### src/rtl/noc_pkg.sv
// Shared flit framing types and widths for the NoC router port logic.
package noc_pkg;

  localparam int unsigned FLIT_W = 16;
  localparam int unsigned FT_W   = 2;

  typedef enum logic [FT_W-1:0] {
    FT_BODY   = 2'b00,
    FT_TAIL   = 2'b01,
    FT_HEAD   = 2'b10,
    FT_SINGLE = 2'b11
  } flit_type_e;

  typedef struct packed {
    flit_type_e              ftype;
    logic [FLIT_W-FT_W-1:0]  payload;
  } flit_t;

  typedef enum logic {
    ST_IDLE   = 1'b0,
    ST_PACKET = 1'b1
  } outport_state_e;

endpackage

### src/rtl/noc_output_port_credit.sv
// Credit counter mirroring the downstream buffer occupancy; saturates at MAX.
module noc_credit_counter #(
  parameter int unsigned INIT = 5,
  parameter int unsigned MAX  = 5
) (
  input  logic                       clk,
  input  logic                       rst,
  input  logic                       inc,
  input  logic                       dec,
  output logic [$clog2(MAX+1)-1:0]   count,
  output logic                       overflow_c
);

  localparam int unsigned CW = $clog2(MAX + 1);

  // A return at MAX without a matching consume has nowhere to go.
  assign overflow_c = inc && !dec && (count == CW'(MAX));

  always_ff @(posedge clk) begin
    if (rst) begin
      count <= CW'(INIT);
    end else if (inc && !dec && (count != CW'(MAX))) begin
      count <= count + CW'(1);
    end else if (dec && !inc) begin
      count <= count - CW'(1);
    end
  end

endmodule

### src/rtl/noc_output_port.sv
// Router output port: skid FIFO, credit-gated link push and packet framing tracker.
// Optional NOC_OUTPORT_STATS_EN adds flit_cnt_o / stall_cnt_o counters.
module noc_output_port
  import noc_pkg::*;
#(
  parameter int unsigned WIDTH     = FLIT_W,
  parameter int unsigned CREDITS   = 5,
  parameter int unsigned BUF_DEPTH = 2
) (
  input  logic                          clk,
  input  logic                          rst,
  input  logic [WIDTH-1:0]              data_i,
  input  logic                          valid_i,
  output logic                          ready_o,
  output logic [WIDTH-1:0]              data_o,
  output logic                          write_en_o,
  input  logic                          credit_i,
  output logic                          pkt_active_o,
  output logic [$clog2(CREDITS+1)-1:0]  credits_o,
  output logic                          error_o
`ifdef NOC_OUTPORT_STATS_EN
  ,
  output logic [31:0]                   flit_cnt_o,
  output logic [31:0]                   stall_cnt_o
`endif
);

  localparam int unsigned PW = (BUF_DEPTH > 1) ? $clog2(BUF_DEPTH) : 1;
  localparam int unsigned NW = $clog2(BUF_DEPTH + 1);

  logic [WIDTH-1:0] mem [BUF_DEPTH];
  logic [PW-1:0]    wr_ptr, rd_ptr;
  logic [NW-1:0]    count;
  logic             accept, send, credit_ovf_c, fsm_err;
  flit_type_e       in_type;
  outport_state_e   state, next_state;

  function automatic logic [PW-1:0] ptr_inc(input logic [PW-1:0] p);
    return (p == PW'(BUF_DEPTH - 1)) ? '0 : p + PW'(1);
  endfunction

  // ready uses the pre-pop count, so a full FIFO never takes a flit.
  assign ready_o = !rst && (count != NW'(BUF_DEPTH));
  assign accept  = valid_i && ready_o;
  assign send    = (count != '0) && (credits_o != '0);
  assign in_type = flit_type_e'(data_i[WIDTH-1 -: FT_W]);

  always_ff @(posedge clk) begin
    if (rst) begin
      wr_ptr <= '0;
      rd_ptr <= '0;
      count  <= '0;
    end else begin
      if (accept) wr_ptr <= ptr_inc(wr_ptr);
      if (send)   rd_ptr <= ptr_inc(rd_ptr);
      count <= count + NW'(accept) - NW'(send);
    end
  end

  always_ff @(posedge clk) begin
    if (accept) mem[wr_ptr] <= data_i;
  end

  // Link side: data_o holds the last flit between pushes.
  always_ff @(posedge clk) begin
    if (rst) begin
      write_en_o <= 1'b0;
      data_o     <= '0;
    end else begin
      write_en_o <= send;
      if (send) data_o <= mem[rd_ptr];
    end
  end

  noc_credit_counter #(
    .INIT (CREDITS),
    .MAX  (CREDITS)
  ) u_credit (
    .clk        (clk),
    .rst        (rst),
    .inc        (credit_i),
    .dec        (send),
    .count      (credits_o),
    .overflow_c (credit_ovf_c)
  );

  always_ff @(posedge clk) begin
    if (rst) state <= ST_IDLE;
    else     state <= next_state;
  end

  // Framing tracks accepted flits; bad framing flags an error but the flit is kept.
  always_comb begin
    next_state = state;
    fsm_err    = 1'b0;
    if (accept) begin
      case (state)
        ST_IDLE: begin
          if (in_type == FT_HEAD)        next_state = ST_PACKET;
          else if (in_type != FT_SINGLE) fsm_err    = 1'b1;
        end
        ST_PACKET: begin
          if (in_type == FT_TAIL)        next_state = ST_IDLE;
          else if (in_type != FT_BODY)   fsm_err    = 1'b1;
        end
        default: next_state = ST_IDLE;
      endcase
    end
  end

  assign pkt_active_o = (state == ST_PACKET);

  always_ff @(posedge clk) begin
    if (rst)                             error_o <= 1'b0;
    else if (fsm_err || credit_ovf_c)    error_o <= 1'b1;
  end

`ifdef NOC_OUTPORT_STATS_EN
  always_ff @(posedge clk) begin
    if (rst) begin
      flit_cnt_o  <= '0;
      stall_cnt_o <= '0;
    end else begin
      if (send) flit_cnt_o <= flit_cnt_o + 32'd1;
      if ((count != '0) && (credits_o == '0)) stall_cnt_o <= stall_cnt_o + 32'd1;
    end
  end
`endif

endmodule
### config.mk
export PLATFORM = sky130hd
export DESIGN_NAME = noc_output_port
export DESIGN_NICKNAME = d
export VERILOG_FILES = /design/src/rtl/noc_pkg.sv /design/src/rtl/noc_output_port_credit.sv /design/src/rtl/noc_output_port.sv
export SDC_FILE = /design/constraint.sdc
export NUM_CORES = 1
export LEC_CHECK = 0
export CAP_MARGIN = 20
export CORE_MARGIN = 4
export CORE_UTILIZATION = 50
export CTS_BUF_LIST = sky130_fd_sc_hd__clkbuf_4 sky130_fd_sc_hd__clkbuf_8
export DETAILED_ROUTE_END_ITERATION = 6
export PLACE_DENSITY = 0.85
export REMOVE_ABC_BUFFERS = 1
export SETUP_SLACK_MARGIN = 0.1
export SLEW_MARGIN = 20
export SYNTH_ARGS = -nofsm -noshare
export SYNTH_HDL_FRONTEND = slang
export SYNTH_SLANG_ARGS = --single-unit
export TNS_END_PERCENT = 100
### constraint.sdc
create_clock -name clk -period 2.3 [get_ports clk]
set_clock_uncertainty 0.05 [all_clocks]
set_input_delay 0.46 -clock clk [delete_from_list [all_inputs] [get_ports clk]]
set_output_delay 0.46 -clock clk [all_outputs]
set_load 0.05 [all_outputs]
==> results of run 1 <==
cells in the mapped netlist (all sizes together) (2+ instances only):
cell type	instances
xnor2	4
nor2b	3
a21oi	4
edfxtp	32
nand3b	2
a211oi	18
clkbuf	3
nor2	24
o21ai	3
buf	5
mux2i	18
ha	2
dfxtp	26
inv	7
layer usage:
metal  up-vias  global-route usage [%]  part of all wire (%)
met4         0                   9.054                   1.8
li1        688                       -                     -
met3         8                   4.514                   5.2
met5         -                       0                     0
met2        36                   30.91                    58
met1       676                   16.28                    35
where the power goes:
part	leakage (uW)	total, uW	switching, uW	internal, uW
registers	0.000508	1480	168	1310
clock network	0.000108	931	368	563
logic	0.000450	1640	1010	629
total	0.00107	4050	1540	2510
cell families after synthesis:
group / synth area share (%)
AO/OA/AOI/OAI: 9.164
adder cells (fa/ha/maj): 2.075
buffers and inverters: 2.824
XOR/XNOR: 2.017
flip-flops: 68.24
multiplexers: 8.300
AND/OR/NAND/NOR: 7.378
sequential cells by signal (all words and copies together) (netlist names):
signal / count
mem: 32
data_o: 16
rd_ptr: 1
write_en_o: 1
u_credit.count: 3
pkt_active_o: 1
error_o: 1
count: 2
wr_ptr: 1
area by class of cell:
type | instances | area share, %
clock buffers | 13 | 5.491
flip-flops and latches | 58 | 50.79
inverters | 7 | 0.9009
clock inverters | 3 | 1.373
repair buffers | 50 | 17.76
multi-input cells | 88 | 21.54
well taps | 50 | 2.145
placed cells by master (no fill, tap or decap):
| cell | synthesis | layout |
|---|---|---|
| clkinv_2 | 0 | 2 |
| inv_1 | 6 | 6 |
| or3_1 | 1 | 1 |
| and2_1 | 1 | 1 |
| o21ai_0 | 3 | 3 |
| ha_1 | 2 | 2 |
| xor2_1 | 1 | 1 |
| nand2_1 | 1 | 1 |
| dfxtp_1 | 26 | 26 |
| nor2_1 | 24 | 24 |
| buf_4 | 0 | 6 |
| nor3_1 | 1 | 1 |
| nor4b_1 | 1 | 1 |
| mux2i_1 | 18 | 18 |
| nand3b_1 | 2 | 2 |
| clkbuf_4 | 0 | 3 |
| fa_1 | 1 | 1 |
| dlymetal6s2s_1 | 0 | 1 |
| xnor2_1 | 4 | 4 |
| a211oi_2 | 1 | 1 |
| clkdlybuf4s50_1 | 0 | 40 |
| buf_12 | 0 | 3 |
| a21o_1 | 1 | 1 |
| a211oi_1 | 17 | 17 |
| a21oi_1 | 4 | 4 |
| and3_1 | 1 | 1 |
| clkbuf_8 | 0 | 10 |
| edfxtp_1 | 32 | 32 |
| inv_2 | 1 | 1 |
| nor2b_1 | 3 | 3 |
| bufinv_16 | 0 | 1 |
| o32ai_2 | 1 | 1 |
metrics by stage:
step / hold WS, ps / cell area (sq um) / cells / setup WS [ps]
finish: 440.1 / 2917 / 269 / 187.7
global route: 476.0 / 2917 / 269 / 116.6
CTS: 445.5 / 2914 / 269 / 148.5
detailed placement: 432.9 / 2714 / 253 / 48.62
global placement: 411.6 / 2714 / 253 / 116.3
floorplan: 448.4 / 2136 / 153 / 23.17
worst paths after layout:
kind	from	end	slack [ps]	depth (start not counted)
max reg2reg	u_credit.count[0]	u_credit.count[2]	310	7
min reg2reg	error_o	error_o	440	2
max	u_credit.count[1]	credits_o[1]	190	1
min	error_o	error_o	440	2
==> results.sh, run 1 <==
export IMPL_rsz0062_at_grt="no"
export IMPL_path_cells="clkdlybuf4s50_1"
export IMPL_dr_pass1_iters=4
export IMPL_path_max_fanout=5
export IMPL_synthArstFlopShare_pct=0
export IMPL_crit_required_ps=1790
export IMPL_fin_nets=237
export IMPL_cp_slowest_stage_delay_ps=850
export IMPL_ys_ff_latch=58
export IMPL_max_cap_viol_count=0
export IMPL_start_kind="register"
export IMPL_min_period_ps=2112
export IMPL_power_leakage_uw=0.001065
export IMPL_total_power_uw=4050
export IMPL_slew_headroom_pct=65.80
export IMPL_grt_use_total_pct=16.59
export IMPL_netlist_area_sq_um=2171
export IMPL_viasPerCell=5.234
export IMPL_n_fill_cell=275
export IMPL_synth_top_area_share_pct=44.27
export IMPL_grt_pass1_wl_mm=6.610
export IMPL_cts_resized=0
export IMPL_clk_path_buf_depth=2
export IMPL_grt_max_degree=34
export IMPL_cts_root_buffer="clkbuf_8"
export IMPL_final_antenna_net_count=0
export IMPL_ys_seq_area_share_pct=68.24
export IMPL_synth_edf_count=32
export IMPL_gp_congestion=0.7863
export IMPL_num_io_pins=43
export IMPL_final_util_pct=71.37
export IMPL_hold_viol_final=0
export IMPL_clkTransAtPathRegs_ps=60
export IMPL_cp_slowest_cell="clkdlybuf4s50_1"
export IMPL_routed_wl_mm=4.017
export IMPL_syn2layout_area_growth_pct=34.35
export IMPL_avgSynthCellArea_sq_um=13.48
export IMPL_min_path_type="reg2reg"
export IMPL_clk_latency_ps=320
export IMPL_synth_flop_cell="edfxtp_1"
export IMPL_drive_gt1_share_pct=12.79
export IMPL_first_iter_violations=63
export IMPL_crit_family="buffers and inverters"
export IMPL_timing_final_crit_share_pct=91.84
export IMPL_drc_errors=0
export IMPL_peakVddDrop_uv=838.7
export IMPL_outcome="complete, no violations"
export IMPL_die_h_um=73.89
export IMPL_antenna_found_initial=0
export IMPL_yosys_area_top_type="edfxtp_1"
export IMPL_critical_path_class="reg2out"
export IMPL_setup_violations=0
export IMPL_dpl_hpwl_mm=2.800
export IMPL_die_w_um=73.89
export IMPL_cts_setup_buffers=0
export IMPL_multi_input_area_sq_um=628.1
export IMPL_numCtsBuffers=9
export IMPL_arrival_ps=1600
export IMPL_grt_overflow=0
export IMPL_fp_coreArea_sq_um=4086
export IMPL_cts_tree="yes"
export IMPL_yosysWarnings=0
export IMPL_power_density_nw_per_um2=1389
export IMPL_synthCells=161
export IMPL_antennaDiodeCount=0
export IMPL_cts_sinks=58
export IMPL_initial_core_util_pct=53.12
export IMPL_port_buffers=42
export IMPL_ys_types=27
export IMPL_worst_pin_slew_ps=511.4
export IMPL_path_buf_inv=1
export IMPL_setup_tns_ps=0
export IMPL_synth_area_top_cells="edfxtp_1 44%, dfxtp_1 24%, mux2i_1 8.3%"
export IMPL_seq_area_sq_um=1481
export IMPL_h_tree_depth=3
export IMPL_die_area_sq_um=5460
export IMPL_wl_per_cell_um=14.93
export IMPL_slew_viol_final=0
export IMPL_critPathCaptureType="primary output"
export IMPL_cts_hold_buf=0
export IMPL_vias=1408
export IMPL_clock_fmax_mhz=473.4
export IMPL_row_count=23
export IMPL_first_global_vias=1486
Note: power is estimated with default switching activity, not from simulation.
==> run 2, diff against run 1 <==
--- a/config.mk
+++ b/config.mk
@@ -5,7 +5,7 @@
 export SDC_FILE = /design/constraint.sdc
 export NUM_CORES = 1
 export LEC_CHECK = 0
-export CAP_MARGIN = 20
+export CAP_MARGIN = 5
 export CORE_MARGIN = 4
 export CORE_UTILIZATION = 50
 export CTS_BUF_LIST = sky130_fd_sc_hd__clkbuf_4 sky130_fd_sc_hd__clkbuf_8
==> results of run 2 <==
Final layout, timing and power as in run 1 (identical DEF).
